**src/rtl/seq_multiplier_pkg.sv**
```systemverilog
// Shared constants and state encoding for the shift-add multiplier.
// SEQ_MULT_SIGNED_EN enables the signed (two's complement) path.
package seq_multiplier_pkg;

  localparam int WIDTH = 32;
  localparam int CNT_W = 6;
  localparam int ITER  = WIDTH;

`ifdef SEQ_MULT_SIGNED_EN
  localparam bit SIGNED_EN = 1'b1;
`else
  localparam bit SIGNED_EN = 1'b0;
`endif

  typedef enum logic [2:0] {
    S_IDLE   = 3'd0,
    S_NEG_A  = 3'd1,
    S_NEG_B  = 3'd2,
    S_RUN    = 3'd3,
    S_NEG_LO = 3'd4,
    S_NEG_HI = 3'd5,
    S_DONE   = 3'd6
  } state_e;

endpackage

```
**src/rtl/seq_multiplier_adder.sv**
```systemverilog
// Shared 32-bit adder of the MULT datapath.
// Carry-out is reconstructed by the user from the operand and sum MSBs.
module adder
  import seq_multiplier_pkg::*;
(
  input  logic [WIDTH-1:0] inp1,
  input  logic [WIDTH-1:0] inp2,
  input  logic             cin,
  output logic [WIDTH-1:0] sum
);

  assign sum = inp1 + inp2 + {{(WIDTH-1){1'b0}}, cin};

endmodule

```
**src/rtl/seq_multiplier.sv**
```systemverilog
// Multi-cycle shift-add multiplier, one adder shared by all steps.
// SEQ_MULT_SIGNED_EN enables operand/result negation states.
module seq_multiplier
  import seq_multiplier_pkg::*;
(
  input  logic             clk,
  input  logic             rst,
  input  logic             start,
  input  logic             sgn,
  input  logic [WIDTH-1:0] op_a,
  input  logic [WIDTH-1:0] op_b,
  output logic             busy,
  output logic             done,
  output logic [WIDTH-1:0] prod_hi,
  output logic [WIDTH-1:0] prod_lo
);

  state_e             state_q;
  logic [CNT_W-1:0]   cnt_q;
  logic [WIDTH-1:0]   mcand_q;
  logic [WIDTH-1:0]   hi_q;
  logic [WIDTH-1:0]   lo_q;
  logic [WIDTH-1:0]   prod_hi_q;
  logic [WIDTH-1:0]   prod_lo_q;
  logic               sign_q;
  logic               z_q;
  logic               busy_q;
  logic               done_q;

  logic [WIDTH-1:0]   add_a;
  logic [WIDTH-1:0]   add_b;
  logic               add_c;
  logic [WIDTH-1:0]   sum;
  logic               carry;
  logic [WIDTH-1:0]   run_hi;
  logic [WIDTH-1:0]   run_lo;
  logic               sgn_en;

  assign sgn_en = sgn & SIGNED_EN;

  always_comb begin
    add_a = '0;
    add_b = '0;
    add_c = 1'b0;
    case (state_q)
      S_NEG_A: begin
        add_a = ~mcand_q;
        add_c = 1'b1;
      end
      S_NEG_B: begin
        add_a = ~lo_q;
        add_c = 1'b1;
      end
      S_RUN: begin
        add_a = hi_q;
        add_b = lo_q[0] ? mcand_q : '0;
      end
      S_NEG_LO: begin
        add_a = ~lo_q;
        add_c = 1'b1;
      end
      S_NEG_HI: begin
        add_a = ~hi_q;
        add_c = z_q;
      end
      default: ;
    endcase
  end

  adder u_adder (
    .inp1 (add_a),
    .inp2 (add_b),
    .cin  (add_c),
    .sum  (sum)
  );

  // The adder has no carry-out port; rebuild it from the MSBs.
  assign carry = (hi_q[WIDTH-1] & add_b[WIDTH-1])
               | ((hi_q[WIDTH-1] ^ add_b[WIDTH-1]) & ~sum[WIDTH-1]);
  assign run_hi = {carry, sum[WIDTH-1:1]};
  assign run_lo = {sum[0], lo_q[WIDTH-1:1]};

  always_ff @(posedge clk) begin
    if (rst) begin
      state_q   <= S_IDLE;
      cnt_q     <= '0;
      mcand_q   <= '0;
      hi_q      <= '0;
      lo_q      <= '0;
      prod_hi_q <= '0;
      prod_lo_q <= '0;
      sign_q    <= 1'b0;
      z_q       <= 1'b0;
      busy_q    <= 1'b0;
      done_q    <= 1'b0;
    end else begin
      case (state_q)
        S_IDLE: begin
          done_q <= 1'b0;
          if (start) begin
            mcand_q <= op_a;
            hi_q    <= '0;
            lo_q    <= op_b;
            cnt_q   <= '0;
            sign_q  <= 1'b0;
            busy_q  <= 1'b1;
            state_q <= sgn_en ? S_NEG_A : S_RUN;
          end
        end
        S_NEG_A: begin
          if (mcand_q[WIDTH-1]) mcand_q <= sum;
          sign_q  <= mcand_q[WIDTH-1] ^ lo_q[WIDTH-1];
          state_q <= S_NEG_B;
        end
        S_NEG_B: begin
          if (lo_q[WIDTH-1]) lo_q <= sum;
          state_q <= S_RUN;
        end
        S_RUN: begin
          hi_q  <= run_hi;
          lo_q  <= run_lo;
          cnt_q <= cnt_q + 1'b1;
          if (cnt_q == CNT_W'(ITER - 1)) begin
            if (sign_q) begin
              state_q <= S_NEG_LO;
            end else begin
              state_q   <= S_DONE;
              done_q    <= 1'b1;
              prod_hi_q <= run_hi;
              prod_lo_q <= run_lo;
            end
          end
        end
        S_NEG_LO: begin
          lo_q    <= sum;
          z_q     <= (lo_q == '0);
          state_q <= S_NEG_HI;
        end
        S_NEG_HI: begin
          hi_q      <= sum;
          state_q   <= S_DONE;
          done_q    <= 1'b1;
          prod_hi_q <= sum;
          prod_lo_q <= lo_q;
        end
        S_DONE: begin
          done_q  <= 1'b0;
          busy_q  <= 1'b0;
          state_q <= S_IDLE;
        end
        default: begin
          done_q  <= 1'b0;
          busy_q  <= 1'b0;
          state_q <= S_IDLE;
        end
      endcase
    end
  end

  assign busy    = busy_q;
  assign done    = done_q;
  assign prod_hi = prod_hi_q;
  assign prod_lo = prod_lo_q;

endmodule

```
**config.mk**
```make
export PLATFORM = sky130hd
export DESIGN_NAME = seq_multiplier
export DESIGN_NICKNAME = d
export VERILOG_FILES = /design/src/rtl/seq_multiplier_pkg.sv /design/src/rtl/seq_multiplier_adder.sv /design/src/rtl/seq_multiplier.sv
export SDC_FILE = /design/constraint.sdc
export NUM_CORES = 1
export LEC_CHECK = 0
export ABC_AREA = 1
export CORE_MARGIN = 1.5
export CORE_UTILIZATION = 58
export CTS_CLUSTER_SIZE = 30
export DETAILED_ROUTE_END_ITERATION = 8
export PLACE_DENSITY = 0.82
export REMOVE_ABC_BUFFERS = 1
export SLEW_MARGIN = 20
export SYNTH_ARGS = -nofsm -noshare
export SYNTH_HDL_FRONTEND = slang
export SYNTH_HIERARCHICAL = 1
export SYNTH_SLANG_ARGS = --single-unit
```
**constraint.sdc**
```tcl
create_clock -name clk -period 4.2 [get_ports clk]
set_input_delay 0.42 -clock clk [delete_from_list [all_inputs] [get_ports clk]]
set_output_delay 0.42 -clock clk [all_outputs]
set_load 0.1 [all_outputs]
```
==> results of run 1 <==
## registers in the layout, summed over array words and instances (netlist names)
register  cells
prod_hi      32
done          1
state_q       3
mcand_q      32
z_q           1
lo_q         32
sign_q        1
cnt_q         6
prod_lo      32
busy          1
hi_q         32
## kinds of logic (layout without fill, tap and decap cells)
group,Yosys count,after routing,share of synthesized area [%]
compound gates,376,376,16.8
fa+ha+maj,34,34,3.53
flops,173,173,27.8
xor+xnor,16,16,1.12
buf+inv,325,387,11.3
simple gates,1181,1181,39.5
## layout make-up
cell class | instances | area (um2)
Multi-Input combinational cell | 1607 | 7630
Fill cell | 2033 | 6720
Sequential cell | 173 | 3460
Timing Repair Buffer | 168 | 1620
Clock buffer | 18 | 429
Inverter | 187 | 702
Tap cell | 275 | 344
Clock inverter | 14 | 175
## placed cells by master, fill, tap and decap left out, types with 15 or more instances in the layout
cell,netlist,layout
nand2_1,624,620
nor2_1,296,294
dfxtp_1,173,173
inv_1,172,171
clkdlybuf4s50_1,0,131
a21oi_1,127,127
o21ai_0,113,113
nand3_1,100,100
nor3_1,86,86
o21ai_1,51,51
nand4_1,36,36
buf_4,18,33
ha_1,32,32
o22ai_1,31,31
o221ai_1,29,29
nand2_2,17,20
clkbuf_16,0,17
a22oi_1,16,16
inv_2,14,15
## tightest hold or removal path, cell delays in order (launching register included)
cell     delay (ns)
dfxtp_1        0.31
nand2_1        0.06
a21oi_1        0.05
## per-stage QoR
step                      TNS, ns  setup WS [ns]  total power, mW  std cells  area [um2]
after floorplan           -268.29          -1.98             4.17       1967       11800
after global placement          0          0.580             5.14       2410       13800
after detailed placement        0          0.507             5.20       2410       13800
after CTS                       0          0.472             6.86       2442       14400
after global routing            0          0.150             7.26       2442       14400
final                           0          0.331             6.96       2442       14400
## per-layer routing
| metal | vias up | GRT usage [%] | routed length (um) |
|---|---|---|---|
| li1 | 6943 | - | - |
| met5 | - | 0 | 0 |
| met1 | 6562 | 53.3 | 18200 |
| met3 | 140 | 8.99 | 5360 |
| met2 | 883 | 60.3 | 18900 |
| met4 | 0 | 16.2 | 1550 |
## how the worst max path moves through the flow
stage / to / slack, ns / cells after the start
finish: prod_hi[20] / 0.33 / 20
global route: lo_q[28] / 0.15 / 21
CTS: prod_hi[20] / 0.47 / 20
global placement: prod_hi[20] / 0.58 / 21
floorplan: prod_hi[22] / -1.98 / 8
detailed placement: prod_hi[20] / 0.51 / 20
## synthesized netlist by cell type, types with 2 or more instances
library cell,count
o21ai_1,51
a21oi_2,3
buf_4,18
o221ai_1,29
xor2_1,14
a22oi_1,16
inv_1,172
nor3_2,4
nand3_2,5
nor3_1,86
nand2_2,17
a21oi_1,127
ha_1,32
buf_6,8
inv_2,14
o22ai_1,31
o21ai_0,113
nor2_2,6
xnor2_1,2
fa_1,2
nor2_4,2
dfxtp_1,173
buf_1,12
o21bai_1,2
nand4_1,36
clkbuf_1,54
buf_2,46
nand2_1,624
nand3_1,100
nor2_1,296
## power breakdown
group / switching [mW] / internal [mW]
clock: 0.823 / 0.856
combinational: 2.33 / 0.864
sequential: 0.229 / 1.86
total: 3.38 / 3.58
==> reports/metrics.yaml, run 1 <==
cts:
  cts_tree: "built"
  cts_htree_levels: 4
  postCtsSetupBuffers: 0
  cts-root-buf: "clkbuf_16"
  clock_sinks: 173
  numCtsBuffers: 17
  path_clk_slew_ns: 0.07
  clock_latency_ns: 0.46
  cts.path.max_buffers: 2
  ctsHoldBuffers: 0
  ctsResizeCount: 0
routing:
  drcViolationCount: 0
  num_vias: 14500
  drt-total-wl_um: 44000
  drtPass1Iterations: 8
  antenna_left: 0
  viasPerCell: 5.95
  drt-wirelength-per-cell_um: 18.0
  drtIter0Drc: 1619
logic_synthesis:
  ys_seq_elements: 173
  synth.cell_area_um2: 12500
  synth_flop_cell: "dfxtp_1"
  synth_edf_count: 0
  yosys-top-cells-area: "dfxtp_1, nand2_1, nor2_1, inv_1, a21oi_1"
  ys_seq_area_share_pct: 27.8
  ys_warn_count: 6
  synth_top_area_cell: "dfxtp_1"
  syn_inst: 2105
  avgSynthCellArea_um2: 5.93
  async_flop_share_pct: 0
  synth_cell_types: 40
  synth_top_area_share_pct: 27.8
global_routing:
  grt_max_degree: 151
  grt_usage_pct: 39.4
  grt_first_pass_wirelength_um: 68500
  grt_pass1_vias: 13100
  grt_antenna_before_repair: 0
  grt_overflow_total: 0
timing:
  fin_skew_ns: 0.0125
  fin_crit_sh_pct: 92.1
  hold_viol: 0
  post-route-min-period_ns: 3.87
  slew_headroom_pct: 29.8
  clock.fmax_ghz: 0.258
  rsz0062_at_grt: "false"
  setup_viol: 0
  drv_slew: 0
  worst_slew_pin_slew_ns: 1.05
  holdWs_ns: 0.468
pwr:
  irDropWorstVdd_v: 0.000287
  p_leak_nw: 6.63
  power_density_nw_per_um2: 484
worst_setup_path:
  required_ns: 4.58
  crit_top_cell: "nand2_1"
  reg2reg_to: "prod_hi[20]"
  start_kind: "flip-flop"
  cp-startpoint: "state_q[2]"
  critPathTopFamily: "simple AND/OR/NAND/NOR gates"
  timing.critical_path.buf_inv: 3
  critPathMaxStageDelay_ns: 0.53
  critPathMaxFanout: 16
  path_class: "reg2reg"
  critPathCaptureType: "flip-flop"
  cp.arrival_ns: 4.25
  crit_path_cell_trace: "inv_2, nand3_2, clkinv_1, nor2_2, o21ai_0, fa_1, fa_1, nand3_1, nand3_1, nand2_1, nand2_2, nand2_1, nand2_2, nand2_1, nand3_1, nand2_1, inv_1, o21ai_0, nor3_1, nor2_1"
  cpMaxStageDelayCell: "fa_1"
  rrSetupSlack_ns: 0.33
  r2r_start: "state_q[2]"
  rr_worst_depth: 20
final_layout:
  syn2layout_area_growth_pct: 15.2
  finalNetCount: 2256
  fin_util_pct: 68.2
  layout-drive-gt1-share_pct: 5.95
  insertedDiodeCount: 0
floorplan:
  io_pins: 134
  start_util_pct: 59.1
  core-area_um2: 21100
  dieArea_um2: 22400
  die_w_um: 150
  std_cell_rows: 53
  die-height_um: 150
run_status:
  status: "complete, no violations"
placed_design:
  hpwl_um: 29900
  port_buffers: 132
  place_congestion: 0.980
worst_hold_path:
  holdPathStages: 2
  hp-class: "reg2reg"
  min_from: "mcand_q[9]"
  min_to: "mcand_q[9]"
run:
  max-cap-violations: 0
No activity file was read; power rests on OpenSTA's default activity.
==> run 2, diff against run 1 <==
--- a/config.mk
+++ b/config.mk
@@ -5,12 +5,12 @@
 export SDC_FILE = /design/constraint.sdc
 export NUM_CORES = 1
 export LEC_CHECK = 0
-export ABC_AREA = 1
 export CORE_MARGIN = 1.5
-export CORE_UTILIZATION = 58
+export CORE_UTILIZATION = 60
 export CTS_CLUSTER_SIZE = 30
 export DETAILED_ROUTE_END_ITERATION = 8
-export PLACE_DENSITY = 0.82
+export DONT_BUFFER_PORTS = 1
+export PLACE_DENSITY = 0.76
 export REMOVE_ABC_BUFFERS = 1
 export SLEW_MARGIN = 20
 export SYNTH_ARGS = -nofsm -noshare
==> reports/metrics.yaml, run 2 <==
placed_design:
  pre_cts_slack_ns: 0.187
  placedCellCount: 1552
  port_buffers: 0
  place_congestion: 0.949
  hpwl_um: 20500
floorplan:
  io_pins: 134
  die_w_um: 139
  dieArea_um2: 19300
  core-area_um2: 18100
  std_cell_rows: 49
  die-height_um: 139
  start_util_pct: 61.4
worst_setup_path:
  required_ns: 4.54
  cp.arrival_ns: 4.36
  cp-startpoint: "state_q[0]"
  start_kind: "flip-flop"
  critPathCaptureType: "flip-flop"
  path_class: "reg2reg"
  critPathMaxFanout: 12
  r2r_start: "state_q[0]"
  rrSetupSlack_ns: 0.18
logic_synthesis:
  async_flop_share_pct: 0
  synth_top_area_cell: "dfxtp_1"
  ys_seq_elements: 173
  yosys-top-cells-area: "dfxtp_1, nand2_1, a311oi_1, a21oi_1, nor2_1"
  synth_common_cells: "nand2_1, dfxtp_1, nor2_1"
  avgSynthCellArea_um2: 7.93
  syn_inst: 1401
  ys_seq_area_share_pct: 31.2
  synth_top_area_share_pct: 31.2
  synth_edf_count: 0
  ys_warn_count: 6
  synth_flop_cell: "dfxtp_1"
  synth_most_common_cell: "nand2_1"
  synth_cell_types: 72
  synth.cell_area_um2: 11100
routing:
  drtPass1Iterations: 9
  drt-total-wl_um: 32200
  drcViolationCount: 9
  antenna_left: 0
  num_vias: 10800
  drtIter0Drc: 1015
  viasPerCell: 6.84
  drt-wirelength-per-cell_um: 20.4
final_layout:
  final_cells: 1583
  layout-drive-gt1-share_pct: 10.6
  finalNetCount: 1444
  num-fill-cells: 1579
  final_cell_mix: "nand2_1, dfxtp_1, nor2_1, a21oi_1, a311oi_1"
  final_common_cell: "nand2_1"
  insertedDiodeCount: 0
  syn2layout_area_growth_pct: 6.82
run:
  max-cap-violations: 0
timing:
  post-route-min-period_ns: 4.02
  fin_ws_ns: 0.181
  fin_crit_sh_pct: 95.7
  rsz0062_at_grt: "false"
  setup_tns_ns: 0
  holdWs_ns: 0.0459
  drv_slew: 0
  clock.fmax_ghz: 0.249
  hold_viol: 0
  setup_viol: 0
  slew_headroom_pct: 28.1
  fin_skew_ns: 0.0103
  worst_slew_pin_slew_ns: 1.08
worst_hold_path:
  hp-class: "in2reg"
  min_from: "rst"
pwr:
  p_leak_nw: 4.21
  p_total_mw: 4.28
  power_density_nw_per_um2: 361
  irDropWorstVdd_v: 0.000288
global_routing:
  grt_antenna_before_repair: 0
  grt_pass1_vias: 10000
  grt_usage_pct: 32.7
  grt_max_degree: 188
  grt_overflow_total: 0
  grt_first_pass_wirelength_um: 52100
cts:
  cts_tree: "built"
  cts.path.max_buffers: 2
  ctsHoldBuffers: 0
  clock_latency_ns: 0.44
  path_clk_slew_ns: 0.07
  postCtsSetupBuffers: 0
  cts-root-buf: "clkbuf_16"
  clock_sinks: 173
  cts_htree_levels: 4
  numCtsBuffers: 17
run_status:
  status: "finished, violations left"
  violations: "design-rule violations"
run 2: timing repair:
item | 4_1_cts | 5_1_grt
hold endpoints to repair | 0 | 0
endpoints found under the setup margin | 0 | 17
gates resized for setup | 0 | 13
run 2: power by group:
part	switching, mW	internal (mW)
sequential	0.101	1.71
combinational	0.593	0.339
clock	0.689	0.854
run 2: layout make-up:
type	count	area [um2]	share of cell area, %
Clock buffer	23	509	4.29
Clock inverter	8	57.6	0.485
Inverter	29	109	0.917
Multi-Input combinational cell	1061	6950	58.6
Sequential cell	173	3470	29.2
Tap cell	229	287	2.41
Timing Repair Buffer	60	487	4.10
run 2: logic make-up after synthesis:
group	share of synthesized area, %
simple gates	19.3
flops	31.2
xor+xnor	2.21
compound gates	33.8
fa+ha+maj	3.96
buf+inv	6.84
mux	2.71
run 2: worst paths after layout:
path	to	cells after the start
hold reg to reg	hi_q[26]	1
hold / removal	cnt_q[3]	1
setup reg to reg	prod_hi[15]	12
setup / recovery	prod_hi[15]	12
run 2: worst max-delay path, cell delays in order, from the launching register on:
cell and delay [ns]:
dfxtp_4 0.39, or3_1 0.37, and3_1 0.22, fa_1 0.42
fa_1 0.42, a21o_1 0.22, a221oi_2 0.37, nor3_2 0.09
or4b_1 0.53, a31oi_1 0.21, xnor2_1 0.32, nand2_1 0.10
a311oi_1 0.27
run 2: metrics by stage:
stage          util [%]  instance area [um2]
2_1_floorplan         -                10500
3_3_place_gp       62.2                11200
3_5_place_dp       62.2                11200
4_1_cts            65.3                11800
5_1_grt            65.6                11900
6_report           65.6                11900
run 2: routing by layer:
layer	GRT usage [%]	vias up	share of wire [%]
li1	-	5122	-
met1	43.5	5174	43
met2	52.6	462	47
met3	6.56	62	7.7
met4	11.7	0	2.1
met5	0	-	0
